[config.mk]
export PLATFORM = sky130hd
export DESIGN_NAME = matrix_store
export DESIGN_NICKNAME = d
export VERILOG_FILES = /design/src/rtl/matrix_pkg.sv /design/src/rtl/matrix_elem_sel.sv /design/src/rtl/matrix_store.sv
export SDC_FILE = /design/constraint.sdc
export NUM_CORES = 1
export LEC_CHECK = 0
export BUFFER_PORTS_ARGS = -buffer_cell sky130_fd_sc_hd__buf_4
export CAP_MARGIN = 20
export CORE_ASPECT_RATIO = 2
export CORE_MARGIN = 8
export CORE_UTILIZATION = 37
export CTS_CLUSTER_SIZE = 30
export DETAILED_ROUTE_END_ITERATION = 8
export RECOVER_POWER = 25
export SYNTH_ARGS = -nofsm -noshare
export SYNTH_HDL_FRONTEND = slang
export SYNTH_SLANG_ARGS = --single-unit
export TNS_END_PERCENT = 30
[constraint.sdc]
create_clock -name clk -period 14.25 [get_ports clk]
set_clock_uncertainty 0.1 [all_clocks]
set_input_delay 4.275 -clock clk [delete_from_list [all_inputs] [get_ports clk]]
set_output_delay 4.275 -clock clk [all_outputs]
set_load 0.005 [all_outputs]
[src/rtl/matrix_pkg.sv]
// Shared definitions for the matrix datapath.
//   MAT_N/ELEM_W/MAT_W : matrix geometry (4x4 of 16-bit, 256-bit packed)
//   state_e            : store sequencer states
//   elem_off(row,col)  : bit offset of element [row][col] in a packed matrix
package matrix_pkg;
  localparam int MAT_N  = 4;
  localparam int ELEM_W = 16;
  localparam int MAT_W  = 256;
  localparam int K_W    = 4;

  typedef enum logic [1:0] {IDLE = 2'd0, WRITE = 2'd1, DONE = 2'd2} state_e;

  // row*64 + col*16, built by concatenation so the width is exact.
  function automatic logic [7:0] elem_off(input logic [1:0] row, input logic [1:0] col);
    return {row, col, 4'b0000};
  endfunction
endpackage

[src/rtl/matrix_elem_sel.sv]
// Combinational select of one 16-bit element from a packed 4x4 matrix.
//   mat_i       : packed matrix
//   k_i         : beat index 0..15
//   transpose_i : 0 = row-major (k = row*4+col), 1 = column-major
//   elem_o      : selected element
module matrix_elem_sel
  import matrix_pkg::*;
(
  input  logic [MAT_W-1:0]  mat_i,
  input  logic [K_W-1:0]    k_i,
  input  logic              transpose_i,
  output logic [ELEM_W-1:0] elem_o
);
  logic [1:0] row, col;
  logic [7:0] off;

  // Column-major just swaps which half of k names the row.
  assign row    = transpose_i ? k_i[1:0] : k_i[3:2];
  assign col    = transpose_i ? k_i[3:2] : k_i[1:0];
  assign off    = elem_off(row, col);
  assign elem_o = mat_i[off +: ELEM_W];
endmodule

[src/rtl/matrix_store.sv]
// Writes one packed 4x4 result matrix to memory as 16 sequential words.
// Ports:
//   clk, reset          : clock, async active-high reset
//   start               : one-cycle request, honoured only in IDLE
//   m_in, base_addr     : matrix and start address, captured with start
//   transpose           : column-major order (only with MATRIX_STORE_TRANSPOSE_EN)
//   mem_addr/wdata/we   : registered write port; beat taken on mem_we && mem_ready
//   mem_ready           : memory accept
//   busy, done          : busy in WRITE/DONE, done a one-cycle pulse in DONE
// Optional macro: MATRIX_STORE_TRANSPOSE_EN adds the transpose input.
module matrix_store
  import matrix_pkg::*;
#(
  parameter int ADDR_W      = 16,
  parameter int ADDR_STRIDE = 1
) (
  input  logic              clk,
  input  logic              reset,
  input  logic              start,
  input  logic [MAT_W-1:0]  m_in,
  input  logic [ADDR_W-1:0] base_addr,
`ifdef MATRIX_STORE_TRANSPOSE_EN
  input  logic              transpose,
`endif
  output logic [ADDR_W-1:0] mem_addr,
  output logic [ELEM_W-1:0] mem_wdata,
  output logic              mem_we,
  input  logic              mem_ready,
  output logic              busy,
  output logic              done
);
  state_e             state_q, state_d;
  logic [K_W-1:0]     k_q, k_d, k_nxt;
  logic [MAT_W-1:0]   mat_q, mat_d;
  logic               tr_q, tr_d, tr_in;
  logic [ADDR_W-1:0]  addr_q, addr_d;
  logic [ELEM_W-1:0]  wdata_q, wdata_d, sel_elem;
  logic               we_q, we_d;

`ifdef MATRIX_STORE_TRANSPOSE_EN
  assign tr_in = transpose;
`else
  assign tr_in = 1'b0;
`endif

  assign k_nxt = k_q + 4'd1;

  // Looks one beat ahead so the next element is ready to register on accept.
  matrix_elem_sel u_sel (
    .mat_i       (mat_q),
    .k_i         (k_nxt),
    .transpose_i (tr_q),
    .elem_o      (sel_elem)
  );

  always_comb begin
    state_d = state_q;
    k_d     = k_q;
    mat_d   = mat_q;
    tr_d    = tr_q;
    addr_d  = addr_q;
    wdata_d = wdata_q;
    we_d    = we_q;
    case (state_q)
      IDLE: if (start) begin
        mat_d   = m_in;
        tr_d    = tr_in;
        k_d     = '0;
        addr_d  = base_addr;
        // Element 0 sits at bit 0 in either order, so take it straight from m_in.
        wdata_d = m_in[ELEM_W-1:0];
        we_d    = 1'b1;
        state_d = WRITE;
      end
      WRITE: if (we_q && mem_ready) begin
        if (k_q == 4'd15) begin
          we_d    = 1'b0;
          state_d = DONE;
        end else begin
          k_d     = k_nxt;
          // Running sum equals base + k*stride modulo 2^ADDR_W.
          addr_d  = addr_q + ADDR_W'(ADDR_STRIDE);
          wdata_d = sel_elem;
        end
      end
      DONE:    state_d = IDLE;
      default: state_d = IDLE;
    endcase
  end

  always_ff @(posedge clk or posedge reset) begin
    if (reset) begin
      state_q <= IDLE;
      k_q     <= '0;
      mat_q   <= '0;
      tr_q    <= 1'b0;
      addr_q  <= '0;
      wdata_q <= '0;
      we_q    <= 1'b0;
    end else begin
      state_q <= state_d;
      k_q     <= k_d;
      mat_q   <= mat_d;
      tr_q    <= tr_d;
      addr_q  <= addr_d;
      wdata_q <= wdata_d;
      we_q    <= we_d;
    end
  end

  assign mem_addr  = addr_q;
  assign mem_wdata = wdata_q;
  assign mem_we    = we_q;
  assign busy      = (state_q != IDLE);
  assign done      = (state_q == DONE);
endmodule

==> flow_metrics.tcl <==
set metrics [dict create \
    run_status "finished with violations" \
    failed_checks "capacitance limit, slew limit" \
    drt_first_iter_violations 590 \
    syn-mean-instance-area_um2 8.95 \
    syn_inst 1515 \
    clk_pin_slew_ns 0.07 \
    synth_flop_cell "sky130_fd_sc_hd__dfrtp_1" \
    total_global_route_track_usage_pct 21.3 \
    hp-start "mat_q[207]" \
    worst_skew_pair_latency_ns 0.56 \
    slew_viol_final 225 \
    postSynth.asyncResetShare_pct 100 \
    synthXorXnorAreaFrac_pct 0.129 \
    routabilityCongestion 0.845 \
    crit_path_start_kind "input pin" \
    p_leak_nw 8.87 \
    die_x_um 151 \
    globalRouteOverflowTotal 0 \
    io_pins 311 \
    cts_setup_buffers 0 \
    pwr_density_cell_mw_per_mm2 243 \
    finalNonFillerCells 2250 \
    final_min_period_over_clock_period_pct 62.0 \
    netlist_area_mm2 0.0136 \
    clock_sink_count 295 \
    unrepaired_setup_endpoints_after_global_routing "false" \
    totalNegativeSetupSlack_ns 0 \
    layout.cells.most_common_list "788 x sky130_fd_sc_hd__nand2_1, 320 x sky130_fd_sc_hd__buf_4, 294 x sky130_fd_sc_hd__dfrtp_1" \
    power.share.clock_pct 19.1 \
    worst_pin_slew_ns 6.25 \
    post_cts_resize_count 0 \
    fp.dieArea_mm2 0.0434 \
    timing.final.hold_violations 0 \
    drc_errors 0 \
    start_util_pct 37.3 \
    final-setup-viol-count 0 \
    cts_max_level 1 \
    p_seq_share_pct 36.0 \
    detailedRoute.firstPassIterationCount 5 \
    num_vias 11400 \
    cpLargestDelayFamily "buffers and inverters" \
    cp_slowest_cell "sky130_fd_sc_hd__clkinvlp_2" \
    hold_path.class "flip-flop to flip-flop" \
    ir_drop_mv 0.136 \
    r2r.worst_path.cells 7 \
    grt_pass1_vias 12300 \
    min_delay_worst_endpoint "mat_q[207]" \
    p_int_w 0.00249 \
    grt_antenna_before_repair 3 \
    hold-path-cell-count 2 \
    routedWlPerCell_um 20.6 \
    detailedPlacementHpwl_um 33700 \
    synth_compound_area_share_pct 5.34 \
    path_max_fanout 141 \
    grt_first_pass_wirelength_um 70500 \
    final.fill_count 3514 \
    crit_path_category "input pin to async pin" \
    grt_start_max_net_pins 142 \
    post_synth_num_cell_types 41 \
    nets_in_the_synthesized_netlist 1793 \
    totalWireLength_um 46300 \
    combinational_family_with_the_most_area_after_synthesis "simple AND/OR/NAND/NOR gates" \
    synth-seq-area-share_pct 54.5 \
    placed_instances 2196 \
    synthToLayoutAreaGrowth_pct 26.9 \
    postSynthRegisterBits 295 \
    pre_cts_slack_ns 6.87 \
    cts_hold_buf 0 \
    clk_root_buffer_cell "sky130_fd_sc_hd__clkbuf_16" \
    critical_path.reg2reg.endpoint "mem_wdata[1]" \
    core.rowCount 99 \
    cts_made_buffers 28 \
    core_area_mm2 0.0363 \
    post_route_worst_setup_slack_ns 5.41 \
    achievable-frequency_mhz 113 \
    mostFrequentLayoutCell "sky130_fd_sc_hd__nand2_1" \
    rr_startpoint "state_q[0]" \
    power.combinational.fraction_pct 44.9 \
    simple_gate_share_of_the_synthesized_area_pct 26.3 \
    die-height_um 287 \
    worstPathRequired_ns 14.84 \
    power.share.switching_pct 40.4 \
    cp_cell_sequence "clkbuf_4 > clkinvlp_2 > clkbuf_1 > buf_16" \
    switching_power_w 0.00169 \
    clock_path_buffers 3 \
    synth_fa_ha_area_share_pct 0.185 \
    worst-path-buf-inv 4 \
    layout_min_cycle_time_ns 8.84 \
    max-cap-violations 2 \
    port_buffers 310 \
    slew_headroom_pct -319 \
    end_kind "async pin" \
    design.final.nets 2051 \
    cp_max_stage_delay_ns 3.44 \
    detail-route-antenna-nets 0 \
    multiplexer_fraction_of_the_synthesized_cell_area_pct 10.5 \
    synth_edf_count 0 \
    setup.reg_to_reg.worst_slack_ns 8.58 \
    viasPerCell 5.08 \
    synth.yosys.warnings 0 \
    cts_tree "yes" \
    layout-drive-gt1-share_pct 25.4 \
    critPathArrivalTime_ns 9.43 \
]
-- per-layer routing --
layer | up-vias | wire length, um | part of all wire (%) | GRT usage (%)
met5 | - | 0 | 0 | 0
met4 | 0 | 2250 | 4.9 | 11.1
met3 | 74 | 2400 | 5.2 | 2.90
met2 | 351 | 25100 | 54 | 38.7
met1 | 5544 | 16600 | 36 | 23.1
li1 | 5459 | - | - | -
-- area by class of cell --
class                      instances  area [um^2]  area share [%]
inverter                           4         16.3          0.0946
clock buffer                      35          788            4.58
sequential                       295         7390            43.0
timing repair buffer             325         2450            14.2
multi-input combinational       1119         5790            33.7
tap                              454          568            3.30
clock inverter                    15          185            1.08
antenna                            3         7.51          0.0437
-- registers in the layout, summed over array words and instances (netlist names) --
name / cells
mat_q: 256
mem_addr: 16
mem_wdata: 16
k_q: 4
state_q: 2
mem_we: 1
-- tightest hold or removal path, stage by stage, from the launching register on --
cell and delay, ns:
sky130_fd_sc_hd__dfrtp_1 0.33, sky130_fd_sc_hd__nand2_1 0.05, sky130_fd_sc_hd__nand2_1 0.05
-- how the worst max path moves through the flow --
stage	start	end	slack [ns]	cells after the start
after floorplan	reset	k_q[0]	1.73	1
final	reset	k_q[0]	5.41	4
after detailed placement	start	mem_wdata[1]	6.87	7
after global routing	reset	k_q[0]	4.44	4
after global placement	start	mem_wdata[4]	6.99	7
after CTS	start	mem_wdata[1]	7.47	7
-- logic make-up (layout without fill, tap and decap cells) --
| group | Yosys count | after routing |
|---|---|---|
| compound gates | 115 | 115 |
| xor+xnor | 2 | 2 |
| fa+ha+maj | 2 | 2 |
| buf+inv | 101 | 379 |
| flops | 295 | 295 |
| mux | 95 | 95 |
| other cells | 0 | 3 |
| simple gates | 905 | 905 |
-- synth_stat cells, drive strengths merged, types with 2 or more instances --
cell	n	area, um^2
nor3	22	110
nor2b	3	18.8
a21oi	19	95.1
nand4	6	37.5
mux2	45	507
mux4	33	743
a31oi	2	12.5
inv	4	15.0
nand2	789	2960
nand3	22	110
o22ai	40	250
nor2	33	124
o21ai	27	135
a2bb2oi	2	17.5
o31ai	2	15.0
and4	4	35.0
ha	2	25.0
nand2b	4	25.0
dfrtp	295	7380
clkbuf	64	240
mux2i	17	170
buf	33	160
a211o	17	149
nor4	16	100
-- stage by stage --
step	hold WS [ns]	instance area, um^2	total power [W]	utilization, %
floorplan	0.338	13600	0.00269	-
global placement	0.352	16200	0.00338	44.6
detailed placement	0.357	16200	0.00343	44.6
CTS	0.372	17200	0.00424	47.3
global route	0.382	17200	0.00448	47.4
finish	0.367	17200	0.00418	47.4
-- power by group through the flow --
stage          clock, W  combinational [W]  sequential, W
3_5_place_dp          0            0.00192        0.00151
6_report       0.000797            0.00188        0.00150
3_3_place_gp          0            0.00189        0.00150
2_1_floorplan         0            0.00128        0.00141
5_1_grt        0.000850            0.00208        0.00155
4_1_cts        0.000819            0.00192        0.00150
Power figures use the tool's default switching activity.
